==> src/rtl/external_interrupt_controller_if.sv <==
// external_interrupt_controller_if: register bus, interrupt lines and CSR-unit request for the external interrupt controller
// Ports: master drives irqSrc and the register strobes/address/write data;
//        slave (the controller) returns read data/valid and the external interrupt request/code.
interface external_interrupt_controller_if #(
    parameter int NUM_SOURCES = 8,
    parameter int CODE_WIDTH  = 5
);
    logic [NUM_SOURCES-1:0] irqSrc;
    logic                   regRE;
    logic                   regWE;
    logic [1:0]             regAddr;
    logic [31:0]            regWriteData;
    logic [31:0]            regReadData;
    logic                   regReadValid;
    logic                   reqExternalInterrupt;
    logic [CODE_WIDTH-1:0]  externalInterruptCode;

    modport master (
        output irqSrc, regRE, regWE, regAddr, regWriteData,
        input  regReadData, regReadValid, reqExternalInterrupt, externalInterruptCode
    );
    modport slave (
        input  irqSrc, regRE, regWE, regAddr, regWriteData,
        output regReadData, regReadValid, reqExternalInterrupt, externalInterruptCode
    );
endinterface

==> src/rtl/external_interrupt_controller.sv <==
// external_interrupt_controller: edge-triggered interrupt collector with per-source pending/in-service tracking and claim/complete
// Ports: clk, rst (sync, active-high); bus (slave modport) carries irqSrc, the register
//        read/write port (PENDING, ENABLE, CLAIM_COMPLETE, STATUS) and the CSR-unit request/code.
module external_interrupt_controller #(
    parameter int NUM_SOURCES = 8,
    parameter int CODE_WIDTH  = 5
) (
    input logic                           clk,
    input logic                           rst,
    external_interrupt_controller_if.slave bus
);
    typedef enum logic [1:0] {IDLE, PENDING, IN_SERVICE} src_state_t;

    src_state_t             state [NUM_SOURCES];
    logic [NUM_SOURCES-1:0] prev, relatch, enable, pend_vec, insvc_vec, edge_det, claim, complete;
    logic [CODE_WIDTH-1:0]  win;
    logic [31:0]            read_mux;

    assign edge_det = bus.irqSrc & ~prev;

    // Scanning downward leaves the lowest-index pending-and-enabled source as the winner.
    always_comb begin
        win       = '0;
        pend_vec  = '0;
        insvc_vec = '0;
        for (int i = NUM_SOURCES - 1; i >= 0; i--) begin
            pend_vec[i]  = state[i] == PENDING;
            insvc_vec[i] = state[i] == IN_SERVICE;
            if (pend_vec[i] && enable[i]) win = CODE_WIDTH'(i + 1);
        end
    end

    // Full-width compare on completes so codes 0 and > NUM_SOURCES never match a source.
    always_comb begin
        claim    = '0;
        complete = '0;
        for (int i = 0; i < NUM_SOURCES; i++) begin
            claim[i]    = bus.regRE && bus.regAddr == 2'd2 && win == CODE_WIDTH'(i + 1);
            complete[i] = bus.regWE && bus.regAddr == 2'd2 && bus.regWriteData == 32'(i + 1);
        end
    end

    // Claim returns the live winner code, not the registered output, so it is never stale.
    assign read_mux = bus.regAddr == 2'd0 ? 32'(pend_vec)
                    : bus.regAddr == 2'd1 ? 32'(enable)
                    : bus.regAddr == 2'd2 ? 32'(win)
                    : 32'(insvc_vec);

    always_ff @(posedge clk) begin
        if (rst) begin
            for (int i = 0; i < NUM_SOURCES; i++) state[i] <= IDLE;
            prev                      <= '0;
            relatch                   <= '0;
            enable                    <= '0;
            bus.regReadData           <= '0;
            bus.regReadValid          <= 1'b0;
            bus.reqExternalInterrupt  <= 1'b0;
            bus.externalInterruptCode <= '0;
        end else begin
            prev                      <= bus.irqSrc;
            bus.regReadValid          <= bus.regRE;
            bus.regReadData           <= bus.regRE ? read_mux : '0;
            bus.reqExternalInterrupt  <= |(pend_vec & enable);
            bus.externalInterruptCode <= win;
            if (bus.regWE && bus.regAddr == 2'd1) enable <= bus.regWriteData[NUM_SOURCES-1:0];
            for (int i = 0; i < NUM_SOURCES; i++) begin
                case (state[i])
                    IDLE: if (edge_det[i]) state[i] <= PENDING;
                    PENDING: if (claim[i]) begin
                        state[i]   <= IN_SERVICE;
                        relatch[i] <= edge_det[i];
                    end
                    IN_SERVICE: if (complete[i]) begin
                        state[i]   <= (relatch[i] || edge_det[i]) ? PENDING : IDLE;
                        relatch[i] <= 1'b0;
                    end else if (edge_det[i]) relatch[i] <= 1'b1;
                    default: state[i] <= IDLE;
                endcase
            end
        end
    end

    rw_exclusive: assert property (@(posedge clk) disable iff (rst) !(bus.regRE && bus.regWE));
endmodule

==> src/flat_wrapper.sv <==
// flat-port wrapper written by rule: the top's interface ports become plain ports
module external_interrupt_controller_flat 
#(
    parameter int NUM_SOURCES = 8,
    parameter int CODE_WIDTH  = 5
)
  (clk, rst, bus_irqSrc, bus_regRE, bus_regWE, bus_regAddr, bus_regWriteData, bus_regReadData, bus_regReadValid, bus_reqExternalInterrupt, bus_externalInterruptCode);
  external_interrupt_controller_if #(.NUM_SOURCES(NUM_SOURCES), .CODE_WIDTH(CODE_WIDTH)) bus_i ();
  input logic clk;
  input logic rst;
  input wire logic [$bits(bus_i.irqSrc)-1:0] bus_irqSrc;
  input wire logic [$bits(bus_i.regRE)-1:0] bus_regRE;
  input wire logic [$bits(bus_i.regWE)-1:0] bus_regWE;
  input wire logic [$bits(bus_i.regAddr)-1:0] bus_regAddr;
  input wire logic [$bits(bus_i.regWriteData)-1:0] bus_regWriteData;
  output wire logic [$bits(bus_i.regReadData)-1:0] bus_regReadData;
  output wire logic [$bits(bus_i.regReadValid)-1:0] bus_regReadValid;
  output wire logic [$bits(bus_i.reqExternalInterrupt)-1:0] bus_reqExternalInterrupt;
  output wire logic [$bits(bus_i.externalInterruptCode)-1:0] bus_externalInterruptCode;
  assign bus_i.irqSrc = bus_irqSrc;
  assign bus_i.regRE = bus_regRE;
  assign bus_i.regWE = bus_regWE;
  assign bus_i.regAddr = bus_regAddr;
  assign bus_i.regWriteData = bus_regWriteData;
  assign bus_regReadData = bus_i.regReadData;
  assign bus_regReadValid = bus_i.regReadValid;
  assign bus_reqExternalInterrupt = bus_i.reqExternalInterrupt;
  assign bus_externalInterruptCode = bus_i.externalInterruptCode;
  external_interrupt_controller #(.NUM_SOURCES(NUM_SOURCES), .CODE_WIDTH(CODE_WIDTH)) u_core (.clk(clk), .rst(rst), .bus(bus_i));
endmodule
==> config.mk <==
export PLATFORM = sky130hd
export DESIGN_NAME = external_interrupt_controller_flat
export DESIGN_NICKNAME = d
export VERILOG_FILES = /design/src/rtl/external_interrupt_controller_if.sv /design/src/rtl/external_interrupt_controller.sv /design/src/flat_wrapper.sv
export SDC_FILE = /design/constraint.sdc
export NUM_CORES = 1
export LEC_CHECK = 0
export ABC_AREA = 1
export CORE_ASPECT_RATIO = 1.2
export CORE_MARGIN = 2
export CORE_UTILIZATION = 34
export CTS_CLUSTER_DIAMETER = 30
export CTS_CLUSTER_SIZE = 28
export DETAILED_ROUTE_END_ITERATION = 6
export DONT_BUFFER_PORTS = 1
export GPL_ROUTABILITY_DRIVEN = 0
export HOLD_SLACK_MARGIN = 0.03
export SLEW_MARGIN = 20
export SYNTH_ARGS = -nofsm -noshare
export SYNTH_HDL_FRONTEND = slang
export SYNTH_SLANG_ARGS = --single-unit
export TNS_END_PERCENT = 20
==> constraint.sdc <==
create_clock -name clk -period 5.2 [get_ports clk]
set_input_delay 1.56 -clock clk [delete_from_list [all_inputs] [get_ports clk]]
set_output_delay 1.56 -clock clk [all_outputs]
set_load 0.05 [all_outputs]
Word level (Yosys, flattened, before mapping). Memories as Yosys holds them, arrays and structs flattened. Index checks and enable logic that the tools add are counted.

Output and inout bits: 39. Memories kept: 1. RAM bits: 16. Register bits after elaboration: 63. Input bits: 46.

Memories: u_core.state (words 8, width 2, read ports 8, clocked after memory_dff 0, write ports 8, RTL line external_interrupt_controller.sv:14) `src_state_t state [NUM_SOURCES];`.

Equal/unequal tests: 50. Bitwise operators: 36. Reduce and logical (&&, ||, !) cells: 71. Multiplexer cells: 205.

Operators with widths (count): $mux 1 (154); $eq 32x3->1 const B (4); $eq 32x2->1 const B (2); $mux 2 (32); $eq 32x1->1 const B (1); $eq 32x4->1 const B (1); $mux 4 (8); $or 1x1->1 (32); $logic_and 1x1->1 (27); $mux 8 (3); $ne 3x3->1 const B (8); $reduce_and 3->1 (8); $reduce_or 3->1 (8); $eq 2x1->1 const B (9); $eq 2x2->1 const B (9); $logic_not 2->1 (9); $and 8x8->8 (2); $eq 4x3->1 const B (4); $ne 2x2->1 const B (8); $pmux 1 s2 (8); $reduce_bool 2->1 (8); $eq 4x2->1 const B (2); $logic_or 1x1->1 (8); $not 8->8 (1); other kinds (6) (6).

Logic depth before layout (Yosys ltp). Gate-level depths: netlist of run 1. An unclocked memory read counts as a cell.

Word-level depth: 20. Gate-level depth with buffers: 15.

Worst setup path after synthesis of run 1. No wires, ideal clock.

Path kind: input to register. Start point: input bus_regWriteData[15]. End point: memory u_core.state[0][0] (netlist name) (enable). Arrival time: 2.592 ns. Library setup time: 0.322 ns. Slack: 2.286 ns. Path buffers: 0. Stages: 11. Required time: 4.878 ns. Cells stage by stage: nor2_1 nand2_1 nor2_2 nand3_1 nor2_2 nand2_2 nor2_2 nand2_1 nand3_1 inv_2 o211ai_1.

RTL lines: start: declaration (RTL line flat_wrapper.sv:15) `input wire logic [$bits(bus_i.regWriteData)-1:0] bus_regWriteData;`; end: declaration (RTL line external_interrupt_controller.sv:14).

==> results.txt, run 1 <==
The buffer and inverter count on the worst path is 0. On the critical path, the stage with the largest delay is an instance of sky130_fd_sc_hd__nor2_1. The number of antenna diodes in the final layout is 0. The number of instances in the synthesized netlist is between 400 and 500. The die is ~94 um wide. The worst register-to-register path ends at u_core.state[0][3].

The maximum ir drop on the vdd rail came out at 0.136 mV. The register bit count reported by yosys came out at 54. The via count of the first global-routing pass is roughly 2800. The accumulated negative setup slack is 0 ns. In this run the most critical hold path is launched from u_core.relatch[7].

The number of endpoints with negative hold slack in the final report is 0. For the pin with the worst max-slew slack, the measured transition is between 0.7 and 0.8 ns. The ratio of final minimum period to clock period came out at 0.553. In this run the remaining antenna-violating nets after routing total 0. The async set-or-reset flop fraction in the synthesized netlist is 0. The count of filler cells inserted in the layout is 1009. The count of cell types in the netlist is 42. The first TritonRoute pass finished after 5 iterations.

The number of instances resized during post-cts repair came out at 0. The post-DP HPWL came out at roughly 6400 um. The pre-CTS setup slack is about 2.0 ns. The flow ran to the end, and the final reports show no timing, DRC or antenna violations.

The total overflow left after global routing is 0. The instance count along the most critical hold path is 2. The worst hold margin is roughly 0.45 ns. TritonCTS built the clock tree.

The path depth of the worst reg2reg path came out at 9. Of all nets on the critical path, the largest fanout is 6. The number of max-slew violations in the final report is 0.

Max-cap violations in this run came to 0. On the final layout, the worst clock skew is approximately 0.006 ns. The signal on the critical path passes through nor2_1, nand2_1, nor2_1, nand2_1, nor2_1, nand4_1, a21oi_1, nor2_1, o211ai_1. The number of antenna violations at the first check in global routing came out at 0. The launch point of the critical path is bus_regWriteData[31]. The tightest min-delay check is of the reg -> reg type. The core region area is roughly 9500 um^2. The master cell of the clock root buffer is sky130_fd_sc_hd__clkbuf_16. The number of buffers between clock root and the deepest sink is 2. The endpoint class of the critical path is a flip-flop.

The clock latency on the worst-skew pair came out at roughly 0.3 ns. The routed wire length came out at roughly 8300 um. The fraction of layout instances using a drive strength above 1 is 0.105. The critical path required time came out at around 5.2 ns. The nature of the critical path startpoint is an input pin. The endpoint with the worst hold slack is u_core.relatch[7].

The fmax came out at between 300 and 400 MHz. CTS built an H-tree with a depth of 2. The minimum clock period is approximately 2.9 ns. The Yosys step of the flow raised 0 warnings.

In the synthesized netlist the dominant register cell turns out to be sky130_fd_sc_hd__dfxtp_1. The number of setup violations in the final report is 0. The floorplan die area is 10600 um^2. The number of top-level pins is 85. After detailed routing, the average wire length per cell comes to around 14 um. Input and output buffers added on the ports amount to 0.

By instance count, the cell type seen most on the critical path is sky130_fd_sc_hd__nor2_1. The slack of the critical path is ~2.3 ns. The multi-input combinational cell area is 1690 um^2. The number of placement rows is 39. The normalized max-slew margin is 0.479.

The initial cell density of the core is 0.350. The area of all sequential standard cells came out at 1240 um^2. The mapped cell area came out at between 3000 and 4000 um^2.

The number of hold buffers added after cts came out at 0. STA puts the critical path data arrival time at about 2.9 ns. Once the clock tree was built, the setup fixing pass inserted 0 buffers. The clock slew at the register clock pins of the worst setup and hold paths came out at 0.07 ns. The analysis attributes to cell leakage a power of 1.51 nW. Entering global routing, the biggest net connects 38 pins.

The via count is ~3000. The count of routing violations after the opening detailed-route iteration came out at roughly 170. The die height came out at 112 um. The reg-to-reg setup timing slack is between 3 and 4 ns. The global router's overall resource usage is 0.159.

The count of nets after finishing is 522. The clock net sink count came out at between 50 and 60. The first global-routing pass estimated 13300 um of wire. The worst stage delay on the critical path is ~0.27 ns.

The dominant delay contributor by cell family on the critical path is simple AND/OR/NAND/NOR gates. The average instance in the mapped netlist occupies between 6 and 7 um^2. Setup repair after global routing left no endpoint under its margin. Power comes to between 0.9 and 1 mW. The startpoint identified for the worst register-to-register timing path is u_core.state[0][10]. The number of enable-type register cells in the synthesized netlist is 16. The ratio of routed vias to standard cells came out at ~5.0. For this design the ratio of total power to cell area is around 270 nW/um^2.

Of the synthesized area, sequential elements account for 0.372. The signed area change from the synthesized netlist to the final layout is 4.88%. The number of buffers created by CTS came out at 5. The setup path with the least slack is of type in -> reg. The DRC violations left is 0.
cells in the mapped netlist, drive strengths merged, types with 4 or more instances:
master | count | area [um^2]
nand2 | 95 | 397
nor2 | 91 | 412
inv | 73 | 274
nand3 | 41 | 220
dfxtp | 38 | 761
buf | 30 | 209
a21oi | 22 | 118
nand4 | 17 | 106
edfxtp | 16 | 480
o21ai | 16 | 83.8
nor3 | 8 | 55.1
nand3b | 5 | 37.5
o211ai | 4 | 30.0
power breakdown:
part | switching (mW) | total, mW | internal, mW
logic | 0.112 | 0.145 | 0.0330
clock network | 0.150 | 0.326 | 0.177
registers | 0.0277 | 0.484 | 0.457
total | 0.290 | 0.956 | 0.666
routing by layer:
metal  vias up  track usage  routed length (um)
li1       1500            -                   -
met1      1363        0.200                3550
met2       112        0.268                3990
met3        11       0.0336                 552
met4         0       0.0599                 156
met5         -            0                   0
cell type report:
type / count / share of cell area
well taps: 123 / 0.0440
flip-flops and latches: 54 / 0.355
clock inverters: 1 / 0.00179
inverters: 73 / 0.0784
multi-input cells: 342 / 0.484
clock buffers: 6 / 0.0369
state kept, by name (all words and copies together) (netlist names):
| register | flops |
|---|---|
| u_core.prev | 8 |
| u_core.bus.externalInterruptCode | 4 |
| u_core.bus.regReadData | 8 |
| u_core.relatch | 8 |
| u_core.state | 16 |
| u_core.bus.reqExternalInterrupt | 1 |
| u_core.bus.regReadValid | 1 |
| u_core.enable | 8 |
worst min-delay path: cells and delay by family (launching register included):
kind             cells  cell delay (ns)
AO/OA/AOI/OAI        1             0.05
flip-flops           1             0.31
AND/OR/NAND/NOR      1             0.06
logic make-up (layout without fill, tap and decap cells):
family / Yosys count / count (layout) / share of synthesized area
AND/OR/NAND/NOR: 262 / 262 / 0.378
buffers and inverters: 105 / 80 / 0.147
AO/OA/AOI/OAI: 55 / 55 / 0.102
flip-flops: 54 / 54 / 0.372
other: 1 / 25 / 0.00113
through the flow:
stage / instances / instance area [um^2] / utilization
after CTS: 599 / 3500 / 0.367
after global placement: 592 / 3360 / 0.353
after detailed placement: 592 / 3360 / 0.353
after floorplan: 501 / 3420 / -
final: 599 / 3500 / 0.367
after global routing: 599 / 3500 / 0.367
layout by cell type, fill, tap and decap left out, types with 2 or more instances in the layout:
master	count
sky130_fd_sc_hd__a21oi_1	20
sky130_fd_sc_hd__a21oi_2	2
sky130_fd_sc_hd__a41oi_1	2
sky130_fd_sc_hd__clkbuf_16	5
sky130_fd_sc_hd__conb_1	25
sky130_fd_sc_hd__dfxtp_1	38
sky130_fd_sc_hd__edfxtp_1	16
sky130_fd_sc_hd__inv_1	60
sky130_fd_sc_hd__inv_2	13
sky130_fd_sc_hd__nand2_1	87
sky130_fd_sc_hd__nand2_2	4
sky130_fd_sc_hd__nand2_4	4
sky130_fd_sc_hd__nand3_1	38
sky130_fd_sc_hd__nand3_2	3
sky130_fd_sc_hd__nand3b_1	5
sky130_fd_sc_hd__nand4_1	17
sky130_fd_sc_hd__nor2_1	78
sky130_fd_sc_hd__nor2_2	9
sky130_fd_sc_hd__nor2_4	2
sky130_fd_sc_hd__nor2_8	2
sky130_fd_sc_hd__nor3_1	5
sky130_fd_sc_hd__nor3_2	3
sky130_fd_sc_hd__o211ai_1	4
sky130_fd_sc_hd__o21ai_0	13
sky130_fd_sc_hd__o21ai_1	2
sky130_fd_sc_hd__o221ai_1	3
sky130_fd_sc_hd__or2_1	2
worst max path at each step:
stage	cells past startpoint	endpoint	slack, ns
finish	9	u_core.state[0][4]	2.33
floorplan	11	u_core.state[0][0]	2.29
CTS	9	u_core.state[0][4]	2.34
detailed placement	9	u_core.state[0][4]	2.05
global route	9	u_core.state[0][4]	2.09
global placement	9	u_core.state[0][4]	2.07
No activity file was read; power rests on OpenSTA's default activity.
==> run 2: changes to the inputs <==
Clock period 5.2 ns to 2.4 ns, I/O delays scaled along.
==> run 2 against run 1 <==
Via count down 1.4%. Critical endpoint is now u_core.state[0][5]. Final cell count up 1.2%. Worst setup slack worse by 1.9 ns. Sequential power up 120%. Worst hold slack better by 0.0015 ns. Total power up 140%. Largest power group unchanged. Critical path depth unchanged. Design area up 3.3%. Global-route usage down 0.37 points. Clock skew up 0.0014 ns. Count of clock-buffer cells in the layout down 1. Non-clock buffer count up 6.
==> results.txt, run 2 (same netlist as run 1, synthesis figures left out) <==
The critical path is of the in -> reg type. The area of all placed cells without fillers came out at 3610 um^2. The initial cell density of the core came out at 0.350. Setup violations remaining at the end of the flow were counted as 0. The instance count after placement with tap cells included is ~600. The path depth of the worst reg2reg path came out at 9.

The via count of the first global-routing pass is 2810. The clock net sink count came out at 54. The reg-to-reg setup timing slack is about 0.4 ns. The tightest min-delay check is of the reg -> reg type. The per-cell routed wire length is between 10 and 15 um. For hold timing, the worst endpoint is u_core.relatch[7]. The total area inside the core boundary comes to between 9000 and 10000 um^2. In this run the horizontal extent of the chip is about 94 um. After the last flow step, the layout net total stands at ~530.

The minimum clock period is around 2.0 ns. Setup total negative slack on the finished layout was measured at 0 ns. The final non-filler cell total came out at around 610.

In this run the critical register-to-register path is launched from u_core.state[0][10]. The fraction of layout instances using a drive strength above 1 came out at 0.120. The power per unit of standard cell area is 638 nW/um^2. Detailed placement finished with a half-perimeter wire length of around 6400 um. The area of all sequential standard cells is between 1000 and 1500 um^2. The first-pass GRT wire length is roughly 13000 um.

The worst setup path is launched from an input pin. The data arrival time at the worst-slack endpoint is approximately 2.0 ns. The number of antenna violations at the first check in global routing is 0. Wire segments on met2 add up to around 4000 um in the final route. The number of top-level pins is between 80 and 90. The clock tree from TritonCTS is built. In this run the top signal layer used is met4.

The die height is around 110 um. The pre-antenna-repair detailed-routing pass consisted of 5 iterations. The floorplan die area is roughly 11000 um^2. The global router's overall resource usage came out at 0.156. From synthesis to final layout, the design area changed by 8.37%. The multi-input combinational cell area is 1690 um^2. In this run the critical register-to-register path is captured at u_core.state[0][3]. The clock passes through at most 2 buffers. CTS placed an instance of sky130_fd_sc_hd__clkbuf_16 at the clock tree root. For the pin with the worst max-slew slack, the measured transition is around 0.5 ns. The source of the worst hold timing path is u_core.relatch[7]. TritonCTS created 5 clock buffers. The number of H-tree levels is 2.

The ratio of final minimum period to clock period is 0.838. The register with the most flip-flops in the layout has 16 of them. The ratio of routed vias to standard cells came out at 4.86.

The number of instances resized during post-cts repair came out at 0. The max-capacitance violation count is 0. The normalized max-slew margin is 0.662. The count of routing violations after the opening detailed-route iteration is 129. The antenna violation net count after detailed routing is 0. The instance count along the most critical hold path is 2.

STA classifies the critical path endpoint as a flip-flop. The critical path required time came out at between 2 and 2.5 ns. The run finished with clean final reports. The number of max-slew violations in the final report is 0. The setup fix buffers added after clock tree synthesis came out at 0. The maximum number of pins on one net before global-route repair is 38.

The via count is approximately 2900. The register bank with the most flops is u_core.state. The number of endpoints with negative hold slack in the final report came out at 0.

After detailed routing, the wire length on met1 is 3520 um. The DRC violations left is 0. The power consumption is approximately 2.3 mW.

The clock slew at the register clock pins of the worst setup and hold paths came out at about 0.070 ns. The total overflow left after global routing is 0. The top cell types in the final layout, fill and taps aside, are sky130_fd_sc_hd__nand2_1 (87), sky130_fd_sc_hd__nor2_1 (78), sky130_fd_sc_hd__inv_1 (60), sky130_fd_sc_hd__nand3_1 (38), sky130_fd_sc_hd__dfxtp_1 (38).

Setup repair after global routing left no endpoint under its margin. For this design the static power due to leakage is 1.57 nW. In this run the worst path has a maximum fanout of 6. The worst setup skew after layout is 0.00757 ns. The cell area after placement came out at about 3400 um^2. The number of port buffers came out at 0.

The routed wire length is between 8000 and 9000 um. The total length of routed met3 wires came out at slightly below 500 um. The number of antenna diodes is 0. The maximum ir drop on the vdd rail is 0.503 mV. For this run, the top clock speed supported by timing is around 500 MHz. The count of filler cells inserted in the layout came out at ~1000. The most frequent standard cell in the layout excluding fill and tap cells is sky130_fd_sc_hd__nand2_1. The number of hold buffers added after cts came out at 0.

The clock latency on the worst-skew pair came out at a little under 0.3 ns. The floorplan has 39 rows.
-- run 2: metrics by stage --
stage | hold WS (ns) | setup WS (ns) | util
after floorplan | 0.436 | 0.326 | -
after detailed placement | 0.449 | 0.121 | 0.359
final | 0.456 | 0.390 | 0.380
after global placement | 0.443 | 0.165 | 0.359
after CTS | 0.459 | 0.413 | 0.380
after global routing | 0.472 | 0.201 | 0.380
-- run 2: per-layer routing --
| metal | vias up | track usage |
|---|---|---|
| li1 | 1511 | - |
| met1 | 1314 | 0.195 |
| met2 | 102 | 0.265 |
| met3 | 16 | 0.0315 |
| met4 | 0 | 0.0531 |
| met5 | - | 0 |
-- run 2: area by class of cell --
cell class	instances	share of cell area
multi-input cells	342	0.468
flip-flops and latches	54	0.344
inverters	73	0.0759
well taps	123	0.0426
clock buffers	5	0.0346
clock inverters	3	0.0191
repair buffers	6	0.0159
-- run 2: worst max-delay path by stage --
stage / start / endpoint / slack [ns]
after global placement: bus_regWriteData[13] / u_core.state[0][0] / 0.16
after detailed placement: bus_regWriteData[31] / u_core.state[0][4] / 0.12
final: bus_regWriteData[13] / u_core.state[0][5] / 0.39
after floorplan: bus_regWriteData[15] / u_core.state[0][0] / 0.33
after global routing: bus_regWriteData[19] / u_core.state[0][5] / 0.20
after CTS: u_core.state[0][10] / u_core.state[0][3] / 0.41
-- run 2: critical path, stage by stage --
cell	delay [ns]
sky130_fd_sc_hd__nor2_1	0.08
sky130_fd_sc_hd__nand2_1	0.06
sky130_fd_sc_hd__nor2_2	0.24
sky130_fd_sc_hd__nand2_1	0.08
sky130_fd_sc_hd__nor2_1	0.21
sky130_fd_sc_hd__nand4_1	0.18
sky130_fd_sc_hd__a21oi_1	0.22
sky130_fd_sc_hd__nor2_1	0.08
sky130_fd_sc_hd__o211ai_1	0.12
-- run 2: power by group --
| part | internal (mW) | total (mW) | switching (mW) |
|---|---|---|---|
| Combinational | 0.0781 | 0.321 | 0.243 |
| Clock | 0.600 | 0.936 | 0.336 |
| Sequential | 0.989 | 1.05 | 0.0599 |
| Total | 1.67 | 2.31 | 0.639 |
==> run 3: changes to the inputs <==
Clock period 2.4 ns to 1.9 ns, I/O delays scaled along.
==> run 3 against run 2 <==
Sequential power is 26% higher. Utilization up 4.9 points. Count of clock-buffer cells in the layout stayed put. Clock power fell by 2%. Routed wire length up 10%. Clock skew up 0.0017 ns. Non-clock buffer count rose by 54. Worst setup slack got worse by 0.38 ns. First-iteration DRC count increased by 48%. Via count up 9.8%. Worst hold slack worse by 0.12 ns. Final cell count is 8.9% higher. Largest power group unchanged. Highest routed layer unchanged.
==> results.txt, run 3 (same netlist as run 1, synthesis figures left out) <==
TritonCTS built the clock tree. The critical path starts at u_core.state[0][12]. The data arrival time at the worst-slack endpoint is approximately 1.9 ns. The number of endpoints with negative hold slack in the final report came out at 0. Dividing the final minimum period by the clock period gives 0.996. The master cell of the clock root buffer is sky130_fd_sc_hd__clkbuf_16. The path depth of the worst reg2reg path is 9.

After floorplanning, the core was sized to cover approximately 9500 um^2. The number of antenna violations at the first check in global routing is 0. The post-DP HPWL is between 6000 and 7000 um.

The terminus of the critical flop-to-flop path is u_core.state[0][15]. The worst setup skew after layout is ~0.0093 ns. The share of total power dissipated in sequential elements is 0.480. The maximum ir drop on the vdd rail is 0.333 mV. In the routed design, unresolved DRC markers number 0. The die height came out at around 110 um.

The first-pass GRT wire length came out at ~15000 um. The number of buffers between clock root and the deepest sink is 2. The number of max-slew violations in the final report is 0. The via count is about 3200. The routing usage on met3 came out at 0.0302.

The accumulated negative setup slack is 0 ns. The relative contribution of the clock network to total power came out at 0.334. The instance count along the most critical hold path came out at 1. The clock slew at the register clock pins of the worst setup and hold paths came out at 0.07 ns. The count of routing violations after the opening detailed-route iteration came out at around 190. The fraction of layout instances using a drive strength above 1 is 0.253. The routing usage on met2 is 0.299. The signed area change from the synthesized netlist to the final layout came out at 22.5%. The switching power total came out at about 0.85 mW.

The floorplan die area came out at 10600 um^2. The count of nets after finishing is 582. The via count of the first global-routing pass is 3130. The global router's overall resource usage is 0.172. The number of H-tree levels came out at 2.

The clock latency on the worst-skew pair is roughly 0.30 ns. For this design the top-level I/O count stands at 85. The routed wire length came out at just under 9000 um. The clock net sink count came out at 54.

The fmax is roughly 530 MHz. The critical path required time came out at between 1.5 and 2 ns. In this run the tightest slew margin relative to its limit is 0.667. The internal portion of the total power is approximately 1.9 mW. The leakage dissipation came out at ~1.8 nW. The number of setup violations in the final report came out at 0. In this run the power density over the cells is approximately 670 nW/um^2. The minimum clock period is ~1.9 ns.

Across the run, the number of max-cap violations was 0. The register bank with the most flops is u_core.state. The power consumption is roughly 2.7 mW. Entering global routing, the biggest net connects 38 pins. The per-cell routed wire length came out at 13.6 um.

The number of clock buffers added by TritonCTS is 5. The maximum fanout encountered on the critical timing path is 3. For this configuration, the core starts out at a cell density of 0.350. In the global route stage, met1 resource usage came out at 0.213. Setup repair after global routing could not meet its margin everywhere. In this run the critical register-to-register path is launched from u_core.state[0][12]. The worst hold path begins at rst. The transition at the pin with the smallest max-transition slack is approximately 0.50 ns. The library cell used most frequently in the layout, excluding fill and tap cells, is sky130_fd_sc_hd__nand2_1.

The width of the die is 94.4 um. The global routing stage identified its most utilized layer as met2. The flow ran to the end, and the final reports show no timing, DRC or antenna violations. In the layout the commonest cells are sky130_fd_sc_hd__nand2_1 (77), sky130_fd_sc_hd__nor2_1 (73), sky130_fd_sc_hd__inv_1 (58), sky130_fd_sc_hd__buf_4 (58), sky130_fd_sc_hd__dfxtp_1 (38). The floorplan has 39 rows. The number of port buffers is 0.

The register with the most flip-flops in the layout has 16 of them. The antenna violation net count after detailed routing is 0. For this design, the CTS-stage hold fixing added 0 buffers.

The reg-to-reg setup timing slack is about 0.0080 ns. The number of antenna diodes is 0. The total global routing overflow is 0.

Dividing the detail-routed via count by the number of cells gives 4.90. STA classifies the critical path endpoint as a flip-flop. The endpoint with the worst hold slack is u_core.relatch[6].

The number of iterations in the first detailed-routing pass is 5. The fraction of power spent switching nets came out at 0.309. The worst hold path belongs to the class in -> reg. The critical path is of the reg -> reg type. The combinational group share of total power came out at 0.187. The worst setup path is launched from a flip-flop.
## run 3: area by class of cell
| type | instances | area [um^2] |
|---|---|---|
| multi-input cells | 342 | 1810 |
| clock buffers | 5 | 125 |
| flip-flops and latches | 54 | 1240 |
| clock inverters | 3 | 15.0 |
| well taps | 123 | 154 |
| repair buffers | 60 | 467 |
| fillers | 972 | 5430 |
| inverters | 73 | 274 |
## run 3: power groups by stage
| stage | sequential (mW) | combinational (mW) | clock [mW] |
|---|---|---|---|
| 2_1_floorplan | 1.34 | 0.388 | 0 |
| 3_3_place_gp | 1.34 | 0.464 | 0 |
| 3_5_place_dp | 1.34 | 0.471 | 0 |
| 4_1_cts | 1.32 | 0.482 | 0.936 |
| 5_1_grt | 1.32 | 0.562 | 0.984 |
| 6_report | 1.32 | 0.512 | 0.916 |
## run 3: routing by layer
metal | vias to the layer above | wire length (um)
li1 | 1616 | -
met1 | 1452 | 3770
met2 | 138 | 4370
met3 | 26 | 569
met4 | 0 | 244
met5 | - | 0
## run 3: worst max-delay path, cell delays in order, from the launching register on
cell                       delay (ns)
sky130_fd_sc_hd__edfxtp_1        0.44
sky130_fd_sc_hd__nand3_1         0.12
sky130_fd_sc_hd__nand2_2         0.09
sky130_fd_sc_hd__nor2_1          0.21
sky130_fd_sc_hd__nand3_2         0.13
sky130_fd_sc_hd__buf_4           0.17
sky130_fd_sc_hd__nor2_1          0.12
sky130_fd_sc_hd__inv_1           0.08
sky130_fd_sc_hd__nand3_1         0.10
sky130_fd_sc_hd__a41o_1          0.13
## run 3: metrics by stage
step           setup WS (ns)  hold slack [ns]  instances  instance area (um^2)  utilization
2_1_floorplan       -0.00466            0.436        501                  3430            -
3_3_place_gp          -0.170            0.441        645                  3780        0.397
3_5_place_dp          -0.217            0.447        645                  3780        0.397
4_1_cts             0.000944            0.334        655                  3940        0.414
5_1_grt               -0.113            0.326        660                  4080        0.429
6_report             0.00801            0.332        660                  4080        0.429
## run 3: worst max path at each step
stage	end	slack, ns
floorplan	u_core.state[0][0]	-0.005
global placement	u_core.state[0][4]	-0.17
detailed placement	u_core.state[0][4]	-0.22
CTS	u_core.state[0][12]	0.0009
global route	u_core.state[0][6]	-0.11
finish	u_core.state[0][15]	0.008
## run 3: timing repair
action                     in CTS  in global routing
setup endpoints to repair       8                 26
setup buffers                   2                  5
pin swaps                       0                  7
gates resized for setup         3                 28
